**src/rtl/seg_pkg.sv**
```systemverilog
// Shared seven-segment definitions for the segment encoder and seg_rx.
// Patterns are active-high, bit0=a ... bit6=g.
package seg_pkg;

    localparam logic [6:0] SEG_0     = 7'h3f;
    localparam logic [6:0] SEG_1     = 7'h06;
    localparam logic [6:0] SEG_2     = 7'h5b;
    localparam logic [6:0] SEG_3     = 7'h4f;
    localparam logic [6:0] SEG_4     = 7'h66;
    localparam logic [6:0] SEG_5     = 7'h6d;
    localparam logic [6:0] SEG_6     = 7'h7d;
    localparam logic [6:0] SEG_7     = 7'h07;
    localparam logic [6:0] SEG_8     = 7'h7f;
    localparam logic [6:0] SEG_9     = 7'h6f;
    localparam logic [6:0] SEG_H     = 7'h76;
    localparam logic [6:0] SEG_E     = 7'h79;
    localparam logic [6:0] SEG_L     = 7'h38;
    localparam logic [6:0] SEG_U     = 7'h3e;
    localparam logic [6:0] SEG_A     = 7'h77;
    localparam logic [6:0] SEG_BLANK = 7'h00;

    localparam logic [3:0] CODE_BLANK = 4'hf;

    // Returns {err, code}; letters O and B alias to 0 and 8 on purpose.
    function automatic logic [4:0] seg_decode(input logic [6:0] pattern);
        logic [4:0] res;
        res = 5'b1_0000;
        case (pattern)
            SEG_0:     res = {1'b0, 4'd0};
            SEG_1:     res = {1'b0, 4'd1};
            SEG_2:     res = {1'b0, 4'd2};
            SEG_3:     res = {1'b0, 4'd3};
            SEG_4:     res = {1'b0, 4'd4};
            SEG_5:     res = {1'b0, 4'd5};
            SEG_6:     res = {1'b0, 4'd6};
            SEG_7:     res = {1'b0, 4'd7};
            SEG_8:     res = {1'b0, 4'd8};
            SEG_9:     res = {1'b0, 4'd9};
            SEG_H:     res = {1'b0, 4'd10};
            SEG_E:     res = {1'b0, 4'd11};
            SEG_L:     res = {1'b0, 4'd12};
            SEG_U:     res = {1'b0, 4'd13};
            SEG_A:     res = {1'b0, 4'd14};
            SEG_BLANK: res = {1'b0, CODE_BLANK};
            default:   res = 5'b1_0000;
        endcase
        return res;
    endfunction

endpackage

```
**src/rtl/seg_fifo.sv**
```systemverilog
// Synchronous first-word-fall-through FIFO; dout is the head entry whenever !empty.
module seg_fifo #(
    parameter int WIDTH = 5,
    parameter int DEPTH = 4
) (
    input  logic                     clk,
    input  logic                     rst,
    input  logic                     push,
    input  logic [WIDTH-1:0]         din,
    input  logic                     pop,
    output logic [WIDTH-1:0]         dout,
    output logic                     empty,
    output logic                     full,
    output logic [$clog2(DEPTH):0]   level
);

    localparam int AW = $clog2(DEPTH);

    logic [WIDTH-1:0] mem [DEPTH];
    logic [AW-1:0]    wr_ptr;
    logic [AW-1:0]    rd_ptr;
    logic [AW:0]      count;
    logic             do_push;
    logic             do_pop;

    assign empty   = (count == '0);
    assign full    = (count == (AW+1)'(DEPTH));
    assign do_pop  = pop && !empty;
    // A full FIFO still accepts a push when the head leaves on the same edge.
    assign do_push = push && (!full || do_pop);
    assign dout    = mem[rd_ptr];
    assign level   = count;

    always_ff @(posedge clk) begin
        if (rst) begin
            wr_ptr <= '0;
            rd_ptr <= '0;
            count  <= '0;
        end else begin
            if (do_push) wr_ptr <= wr_ptr + 1'b1;
            if (do_pop)  rd_ptr <= rd_ptr + 1'b1;
            case ({do_push, do_pop})
                2'b10:   count <= count + 1'b1;
                2'b01:   count <= count - 1'b1;
                default: count <= count;
            endcase
        end
    end

    always_ff @(posedge clk) begin
        if (do_push) mem[wr_ptr] <= din;
    end

endmodule

```
**src/rtl/seg_rx.sv**
```systemverilog
// Seven-segment bus receiver: synchronise, wait for a stable pattern, decode it
// and queue symbol changes into a FWFT FIFO with a sticky overflow flag.
module seg_rx
    import seg_pkg::*;
#(
    parameter int STABLE_CYCLES = 4,
    parameter int FIFO_DEPTH    = 4,
    parameter int SKIP_BLANK    = 1
) (
    input  logic                          clk,
    input  logic                          rst,
    input  logic [6:0]                    HEX_IN,
    output logic [3:0]                    code_o,
    output logic                          err_o,
    output logic                          valid_o,
    input  logic                          ready_i,
    output logic [$clog2(FIFO_DEPTH):0]   level_o,
    output logic                          overflow_o
);

    localparam logic [7:0] RUN_MAX = 8'(STABLE_CYCLES);
    localparam logic [7:0] RUN_ACC = 8'(STABLE_CYCLES - 1);

    logic [6:0] s1;
    logic [6:0] s2;
    logic [6:0] pat;
    logic [6:0] last_pat;
    logic       have_last;
    logic [7:0] run_cnt;
    logic       accept;
    logic       changed;
    logic       push;
    logic       pop;
    logic [4:0] dec;
    logic [4:0] head;
    logic       empty;
    logic       full;

    assign pat     = ~s2;
    assign accept  = (s1 == s2) && (run_cnt == RUN_ACC);
    assign dec     = seg_decode(pat);
    assign changed = !have_last || (pat != last_pat);
    // A blank still becomes last_pat so a repeated symbol around it is queued again.
    assign push    = accept && changed && !((SKIP_BLANK != 0) && (pat == SEG_BLANK));
    assign pop     = valid_o && ready_i;

    always_ff @(posedge clk) begin
        if (rst) begin
            s1         <= 7'h7f;
            s2         <= 7'h7f;
            run_cnt    <= '0;
            have_last  <= 1'b0;
            last_pat   <= '0;
            overflow_o <= 1'b0;
        end else begin
            s1 <= HEX_IN;
            s2 <= s1;
            if (s1 != s2)
                run_cnt <= '0;
            else if (run_cnt != RUN_MAX)
                run_cnt <= run_cnt + 1'b1;
            if (accept && changed) begin
                last_pat  <= pat;
                have_last <= 1'b1;
            end
            if (push && full && !pop)
                overflow_o <= 1'b1;
        end
    end

    seg_fifo #(
        .WIDTH (5),
        .DEPTH (FIFO_DEPTH)
    ) u_fifo (
        .clk   (clk),
        .rst   (rst),
        .push  (push),
        .din   (dec),
        .pop   (pop),
        .dout  (head),
        .empty (empty),
        .full  (full),
        .level (level_o)
    );

    assign valid_o = !empty;
    assign code_o  = valid_o ? head[3:0] : 4'd0;
    assign err_o   = valid_o ? head[4]   : 1'b0;

endmodule

```
**config.mk**
```make
export PLATFORM = sky130hd
export DESIGN_NAME = seg_rx
export DESIGN_NICKNAME = d
export VERILOG_FILES = /design/src/rtl/seg_pkg.sv /design/src/rtl/seg_fifo.sv /design/src/rtl/seg_rx.sv
export SDC_FILE = /design/constraint.sdc
export NUM_CORES = 1
export LEC_CHECK = 0
export ABC_CLOCK_PERIOD_IN_PS = 3100
export BUFFER_PORTS_ARGS = -buffer_cell sky130_fd_sc_hd__buf_2
export CAP_MARGIN = 20
export CORE_ASPECT_RATIO = 1.75
export CORE_UTILIZATION = 45
export CTS_CLUSTER_DIAMETER = 80
export DETAILED_ROUTE_END_ITERATION = 16
export PLACE_DENSITY = 0.73
export SKIP_CTS_REPAIR_TIMING = 1
export SLEW_MARGIN = 20
export SYNTH_ARGS = -nofsm -noshare
export SYNTH_HDL_FRONTEND = slang
export SYNTH_SLANG_ARGS = --single-unit
export TNS_END_PERCENT = 30
```
**constraint.sdc**
```tcl
create_clock -name clk -period 3.1 [get_ports clk]
set_input_delay 0 -clock clk [delete_from_list [all_inputs] [get_ports clk]]
set_output_delay 0 -clock clk [all_outputs]
set_load 0.05 [all_outputs]
```
Yosys cells after proc, flatten, opt, wreduce, memory -nomap -nowiden. Memories as Yosys holds them, arrays and structs flattened. A register that Yosys moved wholly into a read port is not among the register bits. Index checks and enable logic that the tools add are counted.

Register bits: 38. RAM bits: 20. Bits of input ports: 10. Output and inout bits: 10. Word-level logic and storage cells: 66. Memories kept: 1.

Memories: u_fifo.mem (depth 4, width 5, read ports 1, clocked after Yosys merged registers in 1, wr ports 1, RTL line seg_fifo.sv:19) `logic [WIDTH-1:0] mem [DEPTH];`.

Add/sub/neg operators: 5. Equality and inequality tests: 23. Muxes and demuxes: 8. Bitwise gates (word level): 1. Reduce and logical (&&, ||, !) cells: 19.

Operators with widths (number): $pmux 5 s16 (1); $eq 7x7->1 const B (10); $eq 7x6->1 const B (3); $eq 7x3->1 const B (2); $ne 7x7->1 (2); $add 8x1->8 const B (1); $eq 8x2->1 const B (1); $logic_and 1x1->1 (8); $ne 8x3->1 const B (1); $eq 7x7->1 (1); $logic_not 7->1 (1); $not 7->7 (1); $pmux 3 s2 (1); $logic_not 1->1 (5); $add 2x1->2 const B (2); $mux 2 (2); $mux 4 (1); $add 3x1->3 const B (1); $eq 3x3->1 const B (1); $logic_not 3->1 (1); $mux 1 (3); $sub 3x1->3 const B (1); $eq 2x1->1 const B (1); $eq 2x2->1 const B (1); other kinds (3) (4).

Logic depth before layout (Yosys ltp).
Word-level depth: 8. Depth in mapped cells: 14. Mapped depth without buffers: 11.

Modules after synthesis. From an unflattened synthesis, not the netlist that was laid out.

Cells, all modules: 278. Area, all modules: 2917.8 µm².

Modules (own cells, without submodules): seg_rx (times used 1, cells an instance 193, area each 1661.6 µm², seq. area each 620.6 µm²); seg_fifo (times used 1, cells an instance 85, area each 1256.2 µm², seq. area each 780.7 µm²).

Worst setup path after synthesis. No wires, ideal clock.

Path kind: flip-flop to flip-flop. Start: register u_fifo.count[0], in the netlist u_fifo.level[0]. End: register u_fifo.count[2], in the netlist u_fifo.level[2]. Setup time: 70 ps. Arrival time: 2817 ps. Required time: 3030 ps. Setup slack: 213 ps. Stages on the path, launching flop included: 10. Buffers on the path: 1. Clock period less this slack: 2887 ps. Cells stage by stage: dfxtp_1 > or3_1 > clkbuf_1 > and2_1 > ha_1 > inv_1 > fa_1 > xor2_1 > or3_1 > a21oi_1.

Longest elaborated chain between the ends: 8. Elaborated cells between the ends (all ways): 14. Classes of those cells: add/sub (2); eq/ne (3); mux (1); reduce/logical (8).

Ends and longest elaborated chain: from (decl) (RTL line seg_fifo.sv:22) `logic [AW:0] count;`; from (signal assigned) (RTL line seg_fifo.sv:43) `2'b10: count <= count + 1'b1;`; from (signal assigned) (RTL line seg_fifo.sv:44) `2'b01: count <= count - 1'b1;`; from (signal assigned) (RTL line seg_fifo.sv:45) `default: count <= count;`; $logic_not 3->1 (*) (RTL line seg_fifo.sv:26) `assign empty = (count == '0);`; $logic_not 1->1 (*) (RTL line seg_rx.sv:86) `assign valid_o = !empty;`; via valid_o (RTL line seg_rx.sv:15) `output logic valid_o,`; $logic_and 1x1->1 (RTL line seg_rx.sv:45) `assign pop = valid_o && ready_i;`; $logic_and 1x1->1 (*) (RTL line seg_fifo.sv:28) `assign do_pop = pop && !empty;`; via u_fifo.do_pop (RTL line seg_fifo.sv:24) `logic do_pop;`; $logic_or 1x1->1 (RTL line seg_fifo.sv:30) `assign do_push = push && (!full || do_pop);`; $logic_and 1x1->1 (RTL line seg_fifo.sv:30); $eq 2x1->1 / $eq 2x2->1 (equally long branches) (RTL line seg_fifo.sv:42) `case ({do_push, do_pop})`; $pmux 3 s2 / $reduce_bool 2->1 (equally long branches).

The timed path passes the listed nets; every way through them passes the cells marked *. A chain may end at the register's enable or synchronous reset.

Final worst setup path.
Start: register s2[1]. End: register u_fifo.count[2], in the netlist u_fifo.level[2].

Longest elaborated chain between the ends: 8. Elaborated cells between the ends (all ways): 14. Classes of those cells: eq/ne (4); mux (1); bitwise (1); reduce/logical (8).

Ends and longest elaborated chain: from (decl) (RTL line seg_rx.sv:25) `logic [6:0] s2;`; from (signal assigned) (RTL line seg_rx.sv:50) `s2 <= 7'h7f;`; from (signal assigned) (RTL line seg_rx.sv:57) `s2 <= s1;`; $not 7->7 (RTL line seg_rx.sv:39) `assign pat = ~s2;`; $ne 7x7->1 (RTL line seg_rx.sv:42) `assign changed = !have_last || (pat != last_pat);`; $logic_or 1x1->1 (RTL line seg_rx.sv:42); $logic_and 1x1->1 (RTL line seg_rx.sv:44) `assign push = accept && changed && !((SKIP_BLANK != 0) && (pat == SEG_BLANK));`; $logic_and 1x1->1 (*) (RTL line seg_rx.sv:44); $logic_and 1x1->1 (*) (RTL line seg_fifo.sv:30); $eq 2x1->1 / $eq 2x2->1 (equally long branches) (RTL line seg_fifo.sv:42); $pmux 3 s2 / $reduce_bool 2->1 (equally long branches).

Mark *: on every way between the ends. The rest lies on a longest branch, timed or not.

==> results.json <==
{
  "dpl.hpwl_um": 3860,
  "cts_buffers": 9,
  "critPathRequiredTime_ps": 3360,
  "setup_viol_count_final": 0,
  "clk_latency_ps": 330,
  "worstSetupEndpointType": "register",
  "dr_total_vias": 2083,
  "avgSynthCellArea_um2": 10.3,
  "crit_arrival_ps": 3020,
  "die_h_um": 109,
  "holdPathStages": 2,
  "cts_sinks": 60,
  "syn_nets": 301,
  "syn_to_final_growth_pct": 13.5,
  "dp.cells": 370,
  "grt_pass1_wl_um": 8610,
  "tightestPinTransition_ps": 662,
  "io_buffers": 19,
  "fmax_mhz": 362,
  "final_area_um2": 3310,
  "grt_overflow": 0,
  "via_per_inst": 5.31,
  "grt_util_all_layers_pct": 16.8,
  "ys_seq_elements": 60,
  "routedWlPerCell_um": 13.2,
  "outcome": "finished, final reports clean",
  "clock_path_buffers": 2,
  "async_reset_ff_share_pct": 0,
  "n_antenna_cell": 0,
  "finalPower_uw": 1570,
  "final_cell_mix": "dfxtp_1, nor2_1, edfxtp_1",
  "synthDistinctLibCells": 48,
  "synth_seq_area_share_pct": 48.0,
  "synth_edf_count": 20,
  "drive_above_1_share_pct": 20.5,
  "drc": 0,
  "setup_ws_ps": 340,
  "start_util_pct": 46.8,
  "rows": 38,
  "place_area_um2": 3050,
  "skew_ps": 6.10,
  "reg2reg_from": "s2[1]",
  "startpoint_type": "register",
  "drv_cap": 0,
  "fin_cells": 392,
  "p_leak_uw": 0.00117,
  "drv_slew": 0,
  "syn-instance-count": 283,
  "synth_ff_type": "dfxtp_1",
  "r2r_end": "u_fifo.level[2]",
  "drt-initial-drc-count": 34,
  "worstSetupPathType": "register to register",
  "wl_um": 5180,
  "dr.pass1.iters": 4,
  "r2r_slack_ps": 340,
  "nFillCells": 575,
  "antenna_found_initial": 0,
  "die_area_um2": 6820,
  "seq_area_um2": 1400,
  "slew_headroom_pct": 55.2,
  "cts_max_level": 3,
  "holdCritPathClass": "primary input to register",
  "place_ws_ps": 353,
  "setup_tns_ps": 0,
  "die_x_um": 62.9,
  "nets": 326,
  "ir_drop_mv": 0.323,
  "rsz0062_at_grt": "no",
  "hp-start": "rst",
  "rr_worst_depth": 11,
  "cts_tree": "done",
  "ios": 20,
  "first_global_vias": 1955,
  "clk_pin_slew_ps": 60,
  "core_area_um2": 6230,
  "min_to": "have_last",
  "min_period_ps": 2760,
  "fin_crit_sh_pct": 89.0,
  "hold_viol_final": 0,
  "ys_warn_count": 0,
  "final_common_cell": "dfxtp_1",
  "grt_max_degree": 33,
  "power.density_nw_per_um2": 475,
  "multi_input_area_um2": 1370,
  "gp_congestion": 0.840,
  "ant_nets": 0,
  "worst-path-max-fanout": 13,
  "cts-root-buf": "clkbuf_8",
  "syn_area_um2": 2920
}
[critical path, stage by stage, from the launching register on]
cell and delay, ps:
dfxtp_1 590, xnor2_1 120, nor4_1 350, and4_1 320
nor3_4 60, inv_1 60, ha_1 170, inv_1 60
fa_1 370, xor2_1 150, or3_1 300, a21oi_1 130
[through the flow]
| stage | hold WS [ps] | util [%] |
|---|---|---|
| after global routing | 145 | 53.2 |
| after global placement | 183 | 49.0 |
| final | 115 | 53.2 |
| after CTS | -163 | 52.0 |
| after detailed placement | 186 | 49.0 |
| after floorplan | 104 | - |
[Yosys cell counts, types with 4 or more instances]
cell,n,area share (%)
a21oi_1,16,2.7
and2_1,14,3.0
and3_1,4,0.86
buf_6,4,1.5
clkbuf_1,11,1.4
dfxtp_1,40,27
edfxtp_1,20,21
ha_1,7,3.0
inv_1,8,1.0
mux4_2,5,3.9
nand2_1,7,0.90
nand3_1,7,1.2
nand4_1,6,1.3
nor2_1,25,3.2
nor3_1,7,1.2
o21ai_0,13,2.2
or2_2,15,3.2
or3_1,11,2.4
xnor2_1,14,4.2
xor2_1,10,3.0
[kinds of logic (layout without fill, tap and decap cells)]
| group | count (synthesis) | after routing | share of synthesized area [%] |
|---|---|---|---|
| flops | 60 | 60 | 48.0 |
| mux | 6 | 6 | 4.20 |
| xor+xnor | 26 | 26 | 8.32 |
| fa+ha+maj | 8 | 8 | 3.69 |
| buf+inv | 27 | 56 | 4.85 |
| compound gates | 45 | 45 | 9.48 |
| simple gates | 111 | 111 | 21.4 |
[sequential cells by signal (all words and copies together), names as in the netlist, named ones only]
| signal | cells |
|---|---|
| have_last | 1 |
| s2 | 7 |
| run_cnt | 8 |
| last_pat | 7 |
| s1 | 7 |
| u_fifo.rd_ptr | 2 |
| overflow_o | 1 |
| u_fifo.mem | 20 |
| u_fifo.wr_ptr | 2 |
| u_fifo.level | 3 |
[power by group]
part,switching (uW),internal [uW]
clock,264,372
sequential,13.1,827
combinational,52.2,44.8
total,329,1240
[area by class of cell]
type | count | area share (%)
Sequential cell | 60 | 42.3
Multi-Input combinational cell | 196 | 41.5
Timing Repair Buffer | 33 | 6.58
Clock buffer | 14 | 5.52
Tap cell | 80 | 3.02
Inverter | 8 | 0.907
Clock inverter | 1 | 0.151
[how the worst max path moves through the flow]
stage	start	to	slack (ps)	cells past startpoint
after floorplan	u_fifo.level[0]	u_fifo.level[2]	210	9
after global placement	s2[1]	u_fifo.level[2]	430	11
after detailed placement	s2[1]	u_fifo.level[2]	350	11
after CTS	s2[1]	u_fifo.level[2]	320	11
after global routing	s2[1]	u_fifo.level[2]	100	11
final	s2[1]	u_fifo.level[2]	340	11
[per-layer routing]
metal  share of wire [%]  GRT usage (%)  vias to the layer above
met1                  38           16.0                      978
met2                  57           31.7                       41
met5                   0              0                        -
met4                 2.4           10.8                        0
met3                 2.7           3.80                       11
li1                    -              -                     1053
(Power assumes the default switching activity.)
